<file path="config.mk">
export PLATFORM = sky130hd
export DESIGN_NAME = p2s_stream_flat
export DESIGN_NICKNAME = d
export VERILOG_FILES = /design/src/rtl/p2s_stream_if.sv /design/src/rtl/p2s_stream.sv /design/src/flat_wrapper.sv
export SDC_FILE = /design/constraint.sdc
export NUM_CORES = 1
export LEC_CHECK = 0
export ABC_AREA = 1
export ABC_CLOCK_PERIOD_IN_PS = 2000
export CAP_MARGIN = 10
export CORE_ASPECT_RATIO = 1.4
export CORE_MARGIN = 2
export CORE_UTILIZATION = 50
export CTS_CLUSTER_DIAMETER = 40
export DETAILED_ROUTE_END_ITERATION = 8
export PLACE_DENSITY = 0.88
export SYNTH_ARGS = -nofsm -noshare
export SYNTH_HDL_FRONTEND = slang
export SYNTH_SLANG_ARGS = --single-unit
</file>
<file path="constraint.sdc">
create_clock -name clk -period 2 [get_ports clk]
set_clock_uncertainty 0.05 [all_clocks]
set_input_delay 0.4 -clock clk [delete_from_list [all_inputs] [get_ports clk]]
set_output_delay 0.4 -clock clk [all_outputs]
set_load 0.05 [all_outputs]
</file>
<file path="src/rtl/p2s_stream_if.sv">
// p2s_stream_if: bundle for the parallel-vector input and serial-beat output of p2s_stream.
// Latency: none; this is wiring only.
// Backpressure: in_ready throttles the vector producer, and out_ready throttles the beat stream.
interface p2s_stream_if #(
  parameter int DATA_W = 16,
  parameter int N_CH   = 5,
  parameter int IDX_W  = 4
);
  logic                     in_valid;
  logic                     in_ready;
  logic [N_CH*DATA_W-1:0]   in_data;
  logic                     out_valid;
  logic                     out_ready;
  logic signed [DATA_W-1:0] out_data;
  logic [IDX_W-1:0]         out_idx;
  logic                     out_last;
  logic                     busy;

  // Converter side
  modport slave (
    input  in_valid, in_data, out_ready,
    output in_ready, out_valid, out_data, out_idx, out_last, busy
  );

  // Producer/consumer side
  modport master (
    output in_valid, in_data, out_ready,
    input  in_ready, out_valid, out_data, out_idx, out_last, busy
  );
endinterface

</file>
<file path="src/rtl/p2s_stream.sv">
// p2s_stream: captures N_CH signed activations in one cycle and streams them out channel 0 first. Defining P2S_RELU_EN fuses a ReLU clamp at capture.
// Latency: the first beat appears 1 cycle after capture; a vector accepted on the last beat follows with no bubble.
// Backpressure: when out_ready is low the current beat is held; in_ready is low while a vector streams, except on its last beat.
module p2s_stream #(
  parameter int DATA_W = 16,
  parameter int N_CH   = 5,
  parameter int IDX_W  = 4
) (
  input logic         clk,
  input logic         rst,
  p2s_stream_if.slave bus
);

  localparam int               VEC_W    = N_CH * DATA_W;
  localparam logic [IDX_W-1:0] LAST_IDX = IDX_W'(N_CH - 1);

  generate
    if (N_CH < 2 || N_CH > 16 || (1 << IDX_W) < N_CH) begin : g_bad_param
      $error("p2s_stream: N_CH must be 2..16 and fit in IDX_W bits");
    end
  endgenerate

  typedef enum logic {IDLE, STREAM} state_t;

  state_t           state;
  logic [VEC_W-1:0] hold_q;   // channels not yet presented, next one in the low slot
  logic [VEC_W-1:0] cap_vec;  // incoming vector after the optional clamp
  logic             accept;
  logic             advance;

  // Per-channel activation applied on the way into the buffer.
  function automatic logic [DATA_W-1:0] act_fn(input logic [DATA_W-1:0] x);
`ifdef P2S_RELU_EN
    return x[DATA_W-1] ? '0 : x;
`else
    return x;
`endif
  endfunction

  // Condition every channel of the incoming vector before it is buffered.
  always_comb begin
    cap_vec = '0;
    for (int k = 0; k < N_CH; k++) begin
      cap_vec[k*DATA_W +: DATA_W] = act_fn(bus.in_data[k*DATA_W +: DATA_W]);
    end
  end

  // A new vector may enter when idle, or on the final beat of the current vector.
  assign bus.in_ready = (state == IDLE) || (bus.out_valid && bus.out_ready && bus.out_last);
  assign accept       = bus.in_valid && bus.in_ready;
  assign advance      = bus.out_valid && bus.out_ready;
  assign bus.busy     = (state == STREAM);

  // Two-state FSM with registered beat outputs.
  // A capture takes priority, because it only coincides with a transfer on the last beat.
  always_ff @(posedge clk) begin
    if (rst) begin
      state         <= IDLE;
      hold_q        <= '0;
      bus.out_valid <= 1'b0;
      bus.out_data  <= '0;
      bus.out_idx   <= '0;
      bus.out_last  <= 1'b0;
    end else if (accept) begin
      state         <= STREAM;
      hold_q        <= cap_vec >> DATA_W;
      bus.out_valid <= 1'b1;
      bus.out_data  <= cap_vec[DATA_W-1:0];
      bus.out_idx   <= '0;
      bus.out_last  <= 1'b0;
    end else if (advance) begin
      if (bus.out_last) begin
        state         <= IDLE;
        bus.out_valid <= 1'b0;
        bus.out_last  <= 1'b0;
      end else begin
        hold_q        <= hold_q >> DATA_W;
        bus.out_data  <= hold_q[DATA_W-1:0];
        bus.out_idx   <= bus.out_idx + 1'b1;
        bus.out_last  <= (bus.out_idx + 1'b1) == LAST_IDX;
      end
    end
  end

endmodule
</file>
<file path="src/flat_wrapper.sv">
// flat-port wrapper written by rule: the top's interface ports become plain ports
module p2s_stream_flat 
#(
  parameter int DATA_W = 16,
  parameter int N_CH   = 5,
  parameter int IDX_W  = 4
)
  (clk, rst, bus_in_valid, bus_in_data, bus_out_ready, bus_in_ready, bus_out_valid, bus_out_data, bus_out_idx, bus_out_last, bus_busy);
  p2s_stream_if #(.DATA_W(DATA_W), .N_CH(N_CH), .IDX_W(IDX_W)) bus_i ();
  input logic clk;
  input logic rst;
  input wire logic [$bits(bus_i.in_valid)-1:0] bus_in_valid;
  input wire logic [$bits(bus_i.in_data)-1:0] bus_in_data;
  input wire logic [$bits(bus_i.out_ready)-1:0] bus_out_ready;
  output wire logic [$bits(bus_i.in_ready)-1:0] bus_in_ready;
  output wire logic [$bits(bus_i.out_valid)-1:0] bus_out_valid;
  output wire logic [$bits(bus_i.out_data)-1:0] bus_out_data;
  output wire logic [$bits(bus_i.out_idx)-1:0] bus_out_idx;
  output wire logic [$bits(bus_i.out_last)-1:0] bus_out_last;
  output wire logic [$bits(bus_i.busy)-1:0] bus_busy;
  assign bus_i.in_valid = bus_in_valid;
  assign bus_i.in_data = bus_in_data;
  assign bus_i.out_ready = bus_out_ready;
  assign bus_in_ready = bus_i.in_ready;
  assign bus_out_valid = bus_i.out_valid;
  assign bus_out_data = bus_i.out_data;
  assign bus_out_idx = bus_i.out_idx;
  assign bus_out_last = bus_i.out_last;
  assign bus_busy = bus_i.busy;
  p2s_stream #(.DATA_W(DATA_W), .N_CH(N_CH), .IDX_W(IDX_W)) u_core (.clk(clk), .rst(rst), .bus(bus_i));
endmodule
</file>
### Word level (Yosys, flattened, before mapping)

Index checks and enable logic that the tools add are counted.

| cells by class | value |
|---|---|
| add/sub/neg operators | 1 |
| equal/unequal tests | 2 |
| mux-type cells | 10 |
| bitwise logic cells | 2 |
| reduce and logical (&&, ||, !) cells | 10 |

Operators with widths:

| kind | number |
|---|---|
| $mux W64 | 3 |
| $mux W16 | 3 |
| $reduce_and A2 Y1 | 3 |
| $add A4 B1 Y4 const B | 1 |
| $eq A4 B3 Y1 const B | 1 |
| $mux W1 | 4 |
| $reduce_bool A2 Y1 | 2 |
| $logic_and A1 B1 Y1 | 3 |
| $ne A2 B2 Y1 const B | 1 |
| $not A1 Y1 | 2 |
| $reduce_or A2 Y1 | 1 |
| $logic_or A1 B1 Y1 | 1 |

| storage, ports and cells | value |
|---|---|
| register bits | 86 |
| input port bits | 84 |
| output and inout port bits | 24 |
| word-level logic and storage cells | 30 |

### Depth between registers and ports, before layout

Gate-level depths: netlist of run 1.

| depth | value |
|---|---|
| word-level depth | 6 |
| depth in mapped cells | 9 |
| depth with buffers taken out | 8 |

### Worst setup path before layout of run 1

No wires, ideal clock.

| path | value |
|---|---|
| path kind | register to register |
| start point | reg u_core.bus.out_last |
| end point | reg u_core.hold_q[15] |
| library setup time | 132 ps |
| data arrival time | 1714 ps |
| data required time | 1818 ps |
| slack | 103 ps |
| cell stages (with the launch flop) | 9 |
| buffers on the path | 3 |
| period minus slack after synthesis | 1897 ps |
| path through | dfxtp_1 -> nand2_1 -> nand2_2 -> nand2_1 -> buf_4 -> buf_6 -> buf_6 -> nand3_1 -> a21oi_1 |

| between the ends | value |
|---|---|
| word-level cells in the longest chain between the ends | 5 |
| elaborated cells on any way between the ends | 7 |
| those cells by class | eq/ne (1); mux (1); reduce/logical (5) |

RTL lines:

| element | RTL line | source |
|---|---|---|
| from (decl) | p2s_stream_if.sv:22 | `output in_ready, out_valid, out_data, out_idx, out_last, busy` |
| from (signal assigned) | p2s_stream.sv:63 | `bus.out_last <= 1'b0;` |
| from (signal assigned) | p2s_stream.sv:70 | `bus.out_last <= 1'b0;` |
| from (signal assigned) | p2s_stream.sv:75 | `bus.out_last <= 1'b0;` |
| $logic_and A1 B1 Y1 (*) | p2s_stream.sv:49 | `assign bus.in_ready = (state == IDLE) \|\| (bus.out_valid && bus.out_ready && bus.out_last);` |
| $logic_or A1 B1 Y1 (*) | p2s_stream.sv:49 |  |
| net bus_in_ready | flat_wrapper.sv:15 | `output wire logic [$bits(bus_i.in_ready)-1:0] bus_in_ready;` |
| $logic_and A1 B1 Y1 (*) | p2s_stream.sv:50 | `assign accept = bus.in_valid && bus.in_ready;` |
| $ne A2 B2 Y1 (no line) / $reduce_bool A2 Y1 (equally long branches) | -- |  |
| $reduce_and A2 Y1 (no line) | -- |  |
| to (signal assigned) | p2s_stream.sv:66 | `hold_q <= cap_vec >> DATA_W;` |
| to (signal assigned) | p2s_stream.sv:77 | `hold_q <= hold_q >> DATA_W;` |
| to (decl) | p2s_stream.sv:26 | `logic [VEC_W-1:0] hold_q;` |

Mark *: on every way through the listed nets, which the timed path passes. The rest lies on a longest branch.
A chain may end at the register's enable or synchronous reset.

### Worst setup path in the final report of run 1

| path | value |
|---|---|
| start point | reg u_core.bus.out_data[15] |
| end point | out bus_out_data[15] |

RTL lines:

| element | RTL line | source |
|---|---|---|
| from (decl) | p2s_stream_if.sv:22 |  |
| from (signal assigned) | p2s_stream.sv:68 | `bus.out_data <= cap_vec[DATA_W-1:0];` |
| from (signal assigned) | p2s_stream.sv:78 | `bus.out_data <= hold_q[DATA_W-1:0];` |
| to (decl) | flat_wrapper.sv:17 | `output wire logic [$bits(bus_i.out_data)-1:0] bus_out_data;` |

No word-level cell between the ends.

==> results.py, run 1 <==
metrics = {
    "global_route": {
        "grt_max_degree": 50,
        "top_usage_layer": "met2",
        "grtUsageMet2_pct": 41.8,
        "antenna_found_initial": 0,
        "grt_overflow": 0,
        "grt_pass1_wl_um": 17400,
        "grt_use_met1_pct": 26.3,
        "track_usage_pct": 23.2,
        "use_met3_pct": 3.99,
        "grt_pass1_vias": 4158,
    },
    "setup_path": {
        "worstPathArrival_ns": 1.50,
        "crit_fanout": 2,
        "crit_family": "buffers and inverters",
        "worst_setup_path_end_kind": "output pin",
        "crit_type": "flop to output pin",
        "critPathSlowestCell": "clkdlybuf4s50_1",
        "required_ns": 1.55,
        "critPathBufInv": 1,
        "slowest_delay_ns": 0.81,
        "critPathLaunchType": "flop",
        "crit_chain": "clkdlybuf4s50_1",
    },
    "route": {
        "vias": 4367,
        "drtPass1Iterations": 5,
        "wl_um": 10400,
        "drtIter0Drc": 259,
        "routedWlPerCell_um": 12.0,
        "viasPerCell": 5.06,
        "drcViolationCount": 0,
        "postRouteAntennaNets": 0,
    },
    "power": {
        "power_frac_comb_pct": 20.0,
        "ir_drop_mv": 0.558,
        "power_switching_uw": 1190,
        "p_int_uw": 3230,
        "sw_frac_of_total_pct": 26.9,
        "p_leak_uw": 0.00268,
        "p_clk_share_pct": 36.7,
        "report.power.total_uw": 4420,
        "power_density_nw_per_um2": 773,
        "p_seq_share_pct": 43.3,
    },
    "cts": {
        "cts_hold_buf": 0,
        "cts_max_path_buffers": 2,
        "cts_tree": "yes",
        "post_cts_buffers": 0,
        "cts.sinks": 86,
        "cts_resized": 1,
        "cts-root-buf": "clkbuf_16",
        "clk_pin_slew_ns": 0.06,
        "clk_latency_ns": 0.33,
        "numCtsBuffers": 9,
        "htreeDepth": 3,
    },
    "layout": {
        "multi_input_area_um2": 1940,
        "insertedDiodeCount": 0,
        "fill_cells": 645,
        "final_common_cell": "nand2_1",
        "mostFrequentLayoutCells": "nand2_1 (224), clkdlybuf4s50_1 (98), inv_1 (86), dfxtp_1 (86), a21oi_1 (83)",
        "regArea_um2": 1720,
        "syn2layout_area_growth_pct": 34.3,
        "drive_gt1_share_pct": 5.52,
        "final_core_util_pct": 69.8,
        "layout.nets": 843,
    },
    "timing": {
        "maxClockFrequency_ghz": 0.512,
        "worstMarginPinSlew_ns": 0.558,
        "min_period_ns": 1.95,
        "finalSetupTns_ns": 0,
        "post-route-period-util_pct": 97.6,
        "final-setup-viol-count": 0,
        "maxSlewViolCount": 0,
        "slew_headroom_pct": 62.8,
        "hold_viol_final": 0,
        "rsz0062_at_grt": "false",
    },
    "yosys": {
        "yosysWarnings": 0,
        "syn_avg_cell_area_um2": 6.35,
        "ys_ff_latch": 86,
        "syn-num-nets": 757,
        "ys_types": 18,
        "yosysSeqAreaShare_pct": 40.4,
        "syn_area_um2": 4260,
        "synth_cells": 671,
    },
    "floorplan": {
        "initial_core_util_pct": 52.0,
        "core-area_um2": 8200,
        "pin_count": 108,
        "rows": 39,
        "die_height_um": 113,
        "die_w_um": 82.0,
        "die-area_um2": 9290,
    },
    "hold_path": {
        "hold_path.class": "flop to flop",
    },
    "place": {
        "gp_congestion": 0.816,
        "hpwlAfterDp_um": 7310,
        "port_buffers": 107,
    },
    "status": {
        "outcome": "completed",
    },
    "flow_run": {
        "drv_cap": 0,
    },
}
-- power groups by stage --
| stage | Sequential (µW) | Combinational, µW | Clock, µW |
|---|---|---|---|
| after global routing | 1930 | 977 | 1710 |
| final | 1920 | 883 | 1620 |
| after CTS | 1910 | 886 | 1640 |
| after floorplan | 2020 | 463 | 0 |
| after detailed placement | 1950 | 881 | 0 |
| after global placement | 1950 | 862 | 0 |
-- Yosys cell counts --
| master | n | area (µm²) |
|---|---|---|
| buf_6 | 6 | 67.6 |
| buf_4 | 9 | 67.6 |
| a21oi_1 | 83 | 415 |
| nand4_1 | 1 | 6.26 |
| xor2_1 | 1 | 8.76 |
| nor2_1 | 52 | 195 |
| inv_1 | 87 | 327 |
| buf_2 | 16 | 80.1 |
| ha_1 | 2 | 25.0 |
| nand2_2 | 1 | 6.26 |
| dfxtp_1 | 86 | 1720 |
| nand3_1 | 82 | 410 |
| nand2_1 | 225 | 845 |
| clkbuf_1 | 10 | 37.5 |
| and2_1 | 1 | 6.26 |
| buf_1 | 7 | 26.3 |
| nor2_4 | 1 | 11.3 |
| inv_2 | 1 | 3.75 |
-- final timing paths --
check	slack (ns)	depth (start not counted)	endpoint	startpoint
max reg2reg	0.50	8	u_core.bus.out_data[13]$_SDFFE_PP0P_	u_core.bus.out_last$_SDFFE_PP0N_
min reg2reg	0.43	2	u_core.hold_q[0]$_SDFFE_PP0P_	u_core.hold_q[0]$_SDFFE_PP0P_
max	0.05	1	bus_out_data[15]	u_core.bus.out_data[15]$_SDFFE_PP0P_
min	0.43	2	u_core.hold_q[0]$_SDFFE_PP0P_	u_core.hold_q[0]$_SDFFE_PP0P_
-- worst min-delay path: cells and delay by family (launching register included) --
| family | cells | cell delay (ns) |
|---|---|---|
| compound gates | 1 | 0.05 |
| flops | 1 | 0.31 |
| simple gates | 1 | 0.07 |
-- cells by family (layout without fill, tap and decap cells) --
group / count (synthesis) / count (layout) / synth area share, %
AOI/OAI and AO/OA: 83 / 83 / 9.75
xor gates and xnor gates: 1 / 1 / 0.206
adders and majority gates: 2 / 2 / 0.587
buffers and inverters: 136 / 226 / 14.3
DFF: 86 / 86 / 40.4
and+or+nand+nor: 363 / 363 / 34.7
-- stage by stage --
stage,hold slack [ns],std cells,cell area (µm²),worst slack [ns]
final,0.430,863,5720,0.0479
after global routing,0.448,863,5720,0.0190
after CTS,0.431,863,5720,0.000954
after detailed placement,0.421,848,5430,0.0328
after global placement,0.415,848,5430,0.109
after floorplan,0.407,671,4260,0.103
-- area by class of cell --
| cell class | count | area share, % |
|---|---|---|
| multi-input combinational | 449 | 33.9 |
| sequential | 86 | 30.1 |
| timing repair buffer | 123 | 23.0 |
| inverter | 88 | 5.79 |
| clock buffer | 10 | 4.18 |
| tap | 102 | 2.23 |
| clock inverter | 5 | 0.875 |
-- routing by layer --
| layer | up-vias | share of wire, % |
|---|---|---|
| met2 | 132 | 52 |
| li1 | 2238 | - |
| met3 | 21 | 5.2 |
| met4 | 0 | 2.3 |
| met5 | - | 0 |
| met1 | 1976 | 41 |
-- state kept, by name, summed over array words and instances (netlist names) --
signal and count:
u_core.bus.out_valid 1, u_core.bus.out_data 16, u_core.hold_q 64, u_core.bus.out_idx 4, u_core.bus.out_last 1
No activity file was read; power rests on OpenSTA's default activity.
==> run 2: changes to the inputs <==
--- a/config.mk
+++ b/config.mk
@@ -14,6 +14,7 @@
 export CTS_CLUSTER_DIAMETER = 40
 export DETAILED_ROUTE_END_ITERATION = 8
 export PLACE_DENSITY = 0.88
+export SETUP_SLACK_MARGIN = 0.5
 export SYNTH_ARGS = -nofsm -noshare
 export SYNTH_HDL_FRONTEND = slang
 export SYNTH_SLANG_ARGS = --single-unit
==> run 2 against run 1 <==
Design area hardly changed. Combinational power is 2% higher. Core utilization is 0.061 points higher. Sequential cell count stayed put. Clock power is 3% higher. Die area stayed put. Sequential power hardly changed. First-iteration DRC count is 41% higher. Global-route usage is 0.49 points higher. Sequential share of layout area is 0.13 points higher. Register-to-register slack hardly changed. Critical path depth is 3 higher. Critical endpoint is now bus_in_ready. Largest cell class unchanged. Largest power group unchanged.
==> results.py, run 2 (same netlist as run 1, synthesis figures left out) <==
metrics = {
    "status": {
        "outcome": "completed",
    },
    "floorplan": {
        "core-area_um2": 8200,
        "die_w_um": 82.0,
        "initial_core_util_pct": 52.0,
        "die-area_um2": 9290,
        "pin_count": 108,
        "die_height_um": 113,
        "rows": 39,
    },
    "timing": {
        "hold_viol_final": 0,
        "fin_ws_ns": 0.494,
        "rsz0062_at_grt": "true",
        "maxClockFrequency_ghz": 0.664,
        "slew_headroom_pct": 82.8,
        "maxSlewViolCount": 0,
        "finalSetupTns_ns": 0,
        "final-setup-viol-count": 0,
        "min_period_ns": 1.51,
        "post-route-period-util_pct": 75.3,
        "worstMarginPinSlew_ns": 0.258,
    },
    "place": {
        "hpwlAfterDp_um": 7210,
        "placedCellCount": 845,
        "port_buffers": 107,
        "gp_congestion": 0.835,
        "place_ws_ns": 0.0536,
    },
    "power": {
        "p_int_uw": 3240,
        "ir_drop_mv": 0.500,
        "p_leak_uw": 0.00270,
        "p_clk_share_pct": 37.2,
        "power_density_nw_per_um2": 785,
        "p_seq_share_pct": 42.7,
        "power_frac_comb_pct": 20.0,
        "power_switching_uw": 1260,
        "sw_frac_of_total_pct": 28.0,
        "report.power.total_uw": 4490,
    },
    "layout": {
        "drive_gt1_share_pct": 9.16,
        "syn2layout_area_growth_pct": 34.4,
        "largest_reg_flops": 64,
        "insertedDiodeCount": 0,
        "stdcell_count": 866,
        "mostFrequentLayoutCells": "nand2_1 (223), inv_1 (86), a21oi_1 (83), dfxtp_1 (83), nand3_1 (82)",
        "fill_cells": 674,
        "top_regs": "u_core.hold_q: 64 flops, u_core.bus.out_data: 16 flops, u_core.bus.out_idx: 4 flops",
        "largest_register": "u_core.hold_q",
        "final_common_cell": "nand2_1",
        "final_core_util_pct": 69.9,
        "layout.nets": 845,
    },
    "cts": {
        "cts_max_path_buffers": 2,
        "numCtsBuffers": 9,
        "htreeDepth": 3,
        "cts.sinks": 86,
        "clk_pin_slew_ns": 0.06,
        "clk_latency_ns": 0.34,
        "cts_tree": "yes",
        "cts-root-buf": "clkbuf_16",
    },
    "flow_run": {
        "drv_cap": 0,
    },
    "route": {
        "drtIter0Drc": 365,
        "vias": 4564,
        "drcViolationCount": 0,
        "wl_um": 11700,
        "drtPass1Iterations": 5,
        "viasPerCell": 5.27,
        "routedWlPerCell_um": 13.6,
        "postRouteAntennaNets": 0,
    },
    "setup_path": {
        "critPathLaunchType": "flop",
        "required_ns": 1.55,
        "crit_type": "flop to output pin",
        "worst_setup_path_end_kind": "output pin",
        "worstPathArrival_ns": 1.06,
        "crit_fanout": 3,
    },
    "global_route": {
        "grt_overflow": 0,
        "track_usage_pct": 23.7,
        "antenna_found_initial": 0,
        "grt_pass1_vias": 4123,
        "grt_pass1_wl_um": 17400,
        "grt_max_degree": 86,
    },
    "hold_path": {
        "hold_path.class": "flop to flop",
    },
}
[run 2: metrics by stage]
stage	hold WS, ns	instance area (µm²)
after detailed placement	0.421	5400
final	0.432	5730
after floorplan	0.407	4280
after global routing	0.444	5730
after CTS	0.430	5690
after global placement	0.417	5400
[run 2: critical path, cell delays in order (launching register included)]
cell,delay (ns)
dfxtp_4,0.36
nand2_4,0.06
nand2_4,0.05
buf_6,0.11
buf_12,0.14
[run 2: layer usage]
| metal | wire length (µm) | vias to the layer above | share of wire, % | GRT usage [%] |
|---|---|---|---|---|
| met4 | 446 | 0 | 3.8 | 11.8 |
| met2 | 6100 | 203 | 52 | 41.1 |
| met5 | 0 | - | 0 | 0 |
| met1 | 4380 | 2088 | 37 | 26.7 |
| met3 | 825 | 37 | 7.0 | 5.10 |
| li1 | - | 2236 | - | - |
[run 2: power groups by stage]
| stage | combinational [µW] | clock, µW | sequential [µW] |
|---|---|---|---|
| floorplan | 464 | 0 | 2020 |
| global route | 986 | 1760 | 1930 |
| global placement | 845 | 0 | 1940 |
| finish | 901 | 1670 | 1920 |
| CTS | 862 | 1690 | 1920 |
| detailed placement | 864 | 0 | 1950 |
[run 2: final timing paths]
path,cells past startpoint,startpoint,slack [ns],end
min reg2reg,2,u_core.hold_q[51]$_SDFFE_PP0P_,0.43,u_core.hold_q[51]$_SDFFE_PP0P_
min,2,u_core.hold_q[51]$_SDFFE_PP0P_,0.43,u_core.hold_q[51]$_SDFFE_PP0P_
max,4,u_core.bus.out_last$_SDFFE_PP0N_,0.49,bus_in_ready
max reg2reg,7,u_core.bus.out_valid$_SDFFE_PP0P_,0.51,u_core.hold_q[2]$_SDFFE_PP0P_
[run 2: area by class of cell]
class	instances	area [µm²]	area share [%]
well taps	102	128	2.23
repair buffers	125	1270	22.3
multi-input cells	449	1960	34.2
clock inverters	5	58.8	1.03
flip-flops and latches	86	1730	30.2
clock buffers	11	243	4.24
inverters	88	335	5.86
[run 2: what timing repair did]
item / CTS / global route
setup buffers: 2 / 0
setup endpoints to repair: 102 / 54
pin swaps: 1 / 1
gates cloned: 0 / 3
hold buffers: 0 / 0
gates resized for setup: 85 / 25
==> run 3: changes to the inputs <==
--- a/config.mk
+++ b/config.mk
@@ -6,14 +6,14 @@
 export NUM_CORES = 1
 export LEC_CHECK = 0
 export ABC_AREA = 1
-export ABC_CLOCK_PERIOD_IN_PS = 2000
+export ABC_CLOCK_PERIOD_IN_PS = 1500
 export CAP_MARGIN = 10
 export CORE_ASPECT_RATIO = 1.4
 export CORE_MARGIN = 2
-export CORE_UTILIZATION = 50
+export CORE_UTILIZATION = 49
 export CTS_CLUSTER_DIAMETER = 40
 export DETAILED_ROUTE_END_ITERATION = 8
-export PLACE_DENSITY = 0.88
+export PLACE_DENSITY = 0.87
 export SETUP_SLACK_MARGIN = 0.5
 export SYNTH_ARGS = -nofsm -noshare
 export SYNTH_HDL_FRONTEND = slang
==> constraint.sdc (replaced) <==
create_clock -name clk -period 1.5 [get_ports clk]
set_clock_uncertainty 0.05 [all_clocks]
set_input_delay 0.3 -clock clk [delete_from_list [all_inputs] [get_ports clk]]
set_output_delay 0.3 -clock clk [all_outputs]
set_load 0.05 [all_outputs]
==> run 3 against run 2 <==
The flow now finishes with violations (design-rule violations, negative setup slack). First-iteration DRC count rose to 2.7 times the previous value. Register-to-register slack got worse by 0.76 ns. Global-route usage rose by 11 points. Via count rose by 38%. Sequential power rose by 39%. Design area rose by 43%. Clock-buffer cell count rose by 1. Non-clock buffer count rose by 73. Largest cell class is now buffers. Combinational power rose to 2.6 times the previous value. Critical path depth rose by 6. Clock power rose by 38%.
==> results.py, run 3 (same netlist as run 1, synthesis figures left out) <==
metrics = {
    "power": {
        "report.power.total_uw": 7300,
        "p_leak_uw": 0.00361,
        "ir_drop_mv": 1.25,
        "power_switching_uw": 2480,
        "p_clk_share_pct": 31.6,
        "p_int_uw": 4820,
        "power_frac_comb_pct": 32.0,
        "sw_frac_of_total_pct": 33.9,
        "power_density_nw_per_um2": 891,
        "p_seq_share_pct": 36.4,
    },
    "route": {
        "drcViolationCount": 9,
        "routedWlPerCell_um": 28.1,
        "drtPass1Iterations": 9,
        "drtIter0Drc": 997,
        "vias": 6297,
        "wl_um": 26500,
        "postRouteAntennaNets": 0,
        "viasPerCell": 6.69,
    },
    "timing": {
        "holdWs_ns": 0.298,
        "maxSlewViolCount": 0,
        "rsz0062_at_grt": "true",
        "worstMarginPinSlew_ns": 0.456,
        "slew_headroom_pct": 69.6,
        "maxClockFrequency_ghz": 0.572,
        "post-route-period-util_pct": 117,
        "fin_ws_ns": -0.248,
        "hold_viol_final": 0,
        "min_period_ns": 1.75,
        "final-setup-viol-count": 79,
    },
    "setup_path": {
        "worstPathArrival_ns": 1.95,
        "crit_fanout": 9,
        "critPathSlowestCell": "dfxtp_4",
        "worst_setup_path_end_kind": "flop",
        "crit_chain": "buf_6 -> nand2_4 -> nor2_4 -> buf_6 -> buf_12 -> buf_12 -> nand2_2 -> nand2_2 -> nand2_2 -> a21oi_1",
        "slowest_delay_ns": 0.36,
        "critPathBufInv": 4,
        "crit_family": "buffers and inverters",
        "crit_type": "flop to flop",
        "required_ns": 1.70,
        "critPathMostFrequentCell": "nand2_2",
        "critPathLaunchType": "flop",
    },
    "layout": {
        "drive_gt1_share_pct": 40.7,
        "fill_cells": 166,
        "top_regs": "u_core.hold_q: 64 flops, u_core.bus.out_data: 16 flops, u_core.bus.out_idx: 4 flops",
        "largest_register": "u_core.hold_q",
        "final_common_cell": "nand2_1",
        "syn2layout_area_growth_pct": 92.2,
        "mostFrequentLayoutCells": "nand2_1 (163), inv_1 (83), clkdlybuf4s50_1 (81)",
        "layout.nets": 918,
        "insertedDiodeCount": 0,
        "largest_reg_flops": 64,
        "final_core_util_pct": 96.3,
        "stdcell_count": 941,
    },
    "global_route": {
        "grt_max_degree": 41,
        "grt_pass1_wl_um": 26000,
        "antenna_found_initial": 0,
        "grt_pass1_vias": 5321,
        "track_usage_pct": 34.6,
        "grt_overflow": 0,
    },
    "cts": {
        "clk_pin_slew_ns": 0.06,
        "numCtsBuffers": 9,
        "cts-root-buf": "clkbuf_16",
        "cts_max_path_buffers": 2,
        "htreeDepth": 3,
        "cts_tree": "yes",
        "clk_latency_ns": 0.37,
        "cts.sinks": 86,
    },
    "floorplan": {
        "die_w_um": 82.8,
        "die-area_um2": 9470,
        "core-area_um2": 8510,
        "rows": 40,
        "die_height_um": 114,
        "pin_count": 108,
        "initial_core_util_pct": 50.1,
    },
    "place": {
        "port_buffers": 107,
        "hpwlAfterDp_um": 7700,
        "placedCellCount": 864,
        "gp_congestion": 0.827,
    },
    "status": {
        "outcome": "complete, but fails checks",
        "violations": "design-rule violations, negative setup slack",
    },
    "flow_run": {
        "drv_cap": 0,
    },
    "hold_path": {
        "hold_path.class": "input pin to flop",
    },
}
[run 3: worst paths after layout]
check | slack [ns] | start | endpoint | depth (start not counted)
hold reg to reg | 0.45 | u_core.hold_q[58]$_SDFFE_PP0P_ | u_core.hold_q[58]$_SDFFE_PP0P_ | 2
setup reg to reg | -0.25 | u_core.bus.out_valid$_SDFFE_PP0P_ | u_core.hold_q[2]$_SDFFE_PP0P_ | 10
hold / removal | 0.30 | rst | u_core.hold_q[3]$_SDFFE_PP0P_ | 2
setup / recovery | -0.25 | u_core.bus.out_valid$_SDFFE_PP0P_ | u_core.hold_q[2]$_SDFFE_PP0P_ | 10
[run 3: area by class of cell]
class,count,area [µm²],share of cell area (%)
Clock inverter,3,17.5,0.214
Timing Repair Buffer,198,2920,35.6
Clock buffer,12,268,3.27
Inverter,88,355,4.34
Tap cell,105,131,1.60
Multi-Input combinational cell,449,2730,33.3
Sequential cell,86,1770,21.6
[run 3: what timing repair did]
| item | CTS | global route |
|---|---|---|
| endpoints found under the setup margin | 110 | 110 |
| pin swaps | 16 | 55 |
| buffers inserted | 20 | 13 |
| hold buffers | 0 | 0 |
| gates resized for setup | 88 | 203 |
| gates cloned | 16 | 13 |
[run 3: metrics by stage]
stage / setup TNS [ns] / worst slack (ns) / cell area, µm²
after detailed placement: -28.97 / -0.398 / 5840
after global placement: -25.45 / -0.345 / 5840
final: -5.11 / -0.248 / 8190
after CTS: 0 / 0.0433 / 7030
after global routing: -7.52 / -0.235 / 8190
after floorplan: 0 / 0.0960 / 4360
[run 3: layer usage]
metal | vias up | part of all wire, % | global-route usage (%)
met5 | - | 0 | 0
met4 | 0 | 14 | 25.1
met3 | 338 | 13 | 6.99
met2 | 769 | 45 | 61.9
met1 | 2800 | 29 | 35.8
li1 | 2390 | - | -
[run 3: power by group through the flow]
| stage | registers (µW) | clock network, µW | logic (µW) |
|---|---|---|---|
| 6_report | 2660 | 2310 | 2330 |
| 5_1_grt | 2650 | 2340 | 2380 |
| 4_1_cts | 2570 | 2130 | 1660 |
| 3_5_place_dp | 2620 | 0 | 1310 |
| 3_3_place_gp | 2610 | 0 | 1280 |
| 2_1_floorplan | 2700 | 0 | 643 |
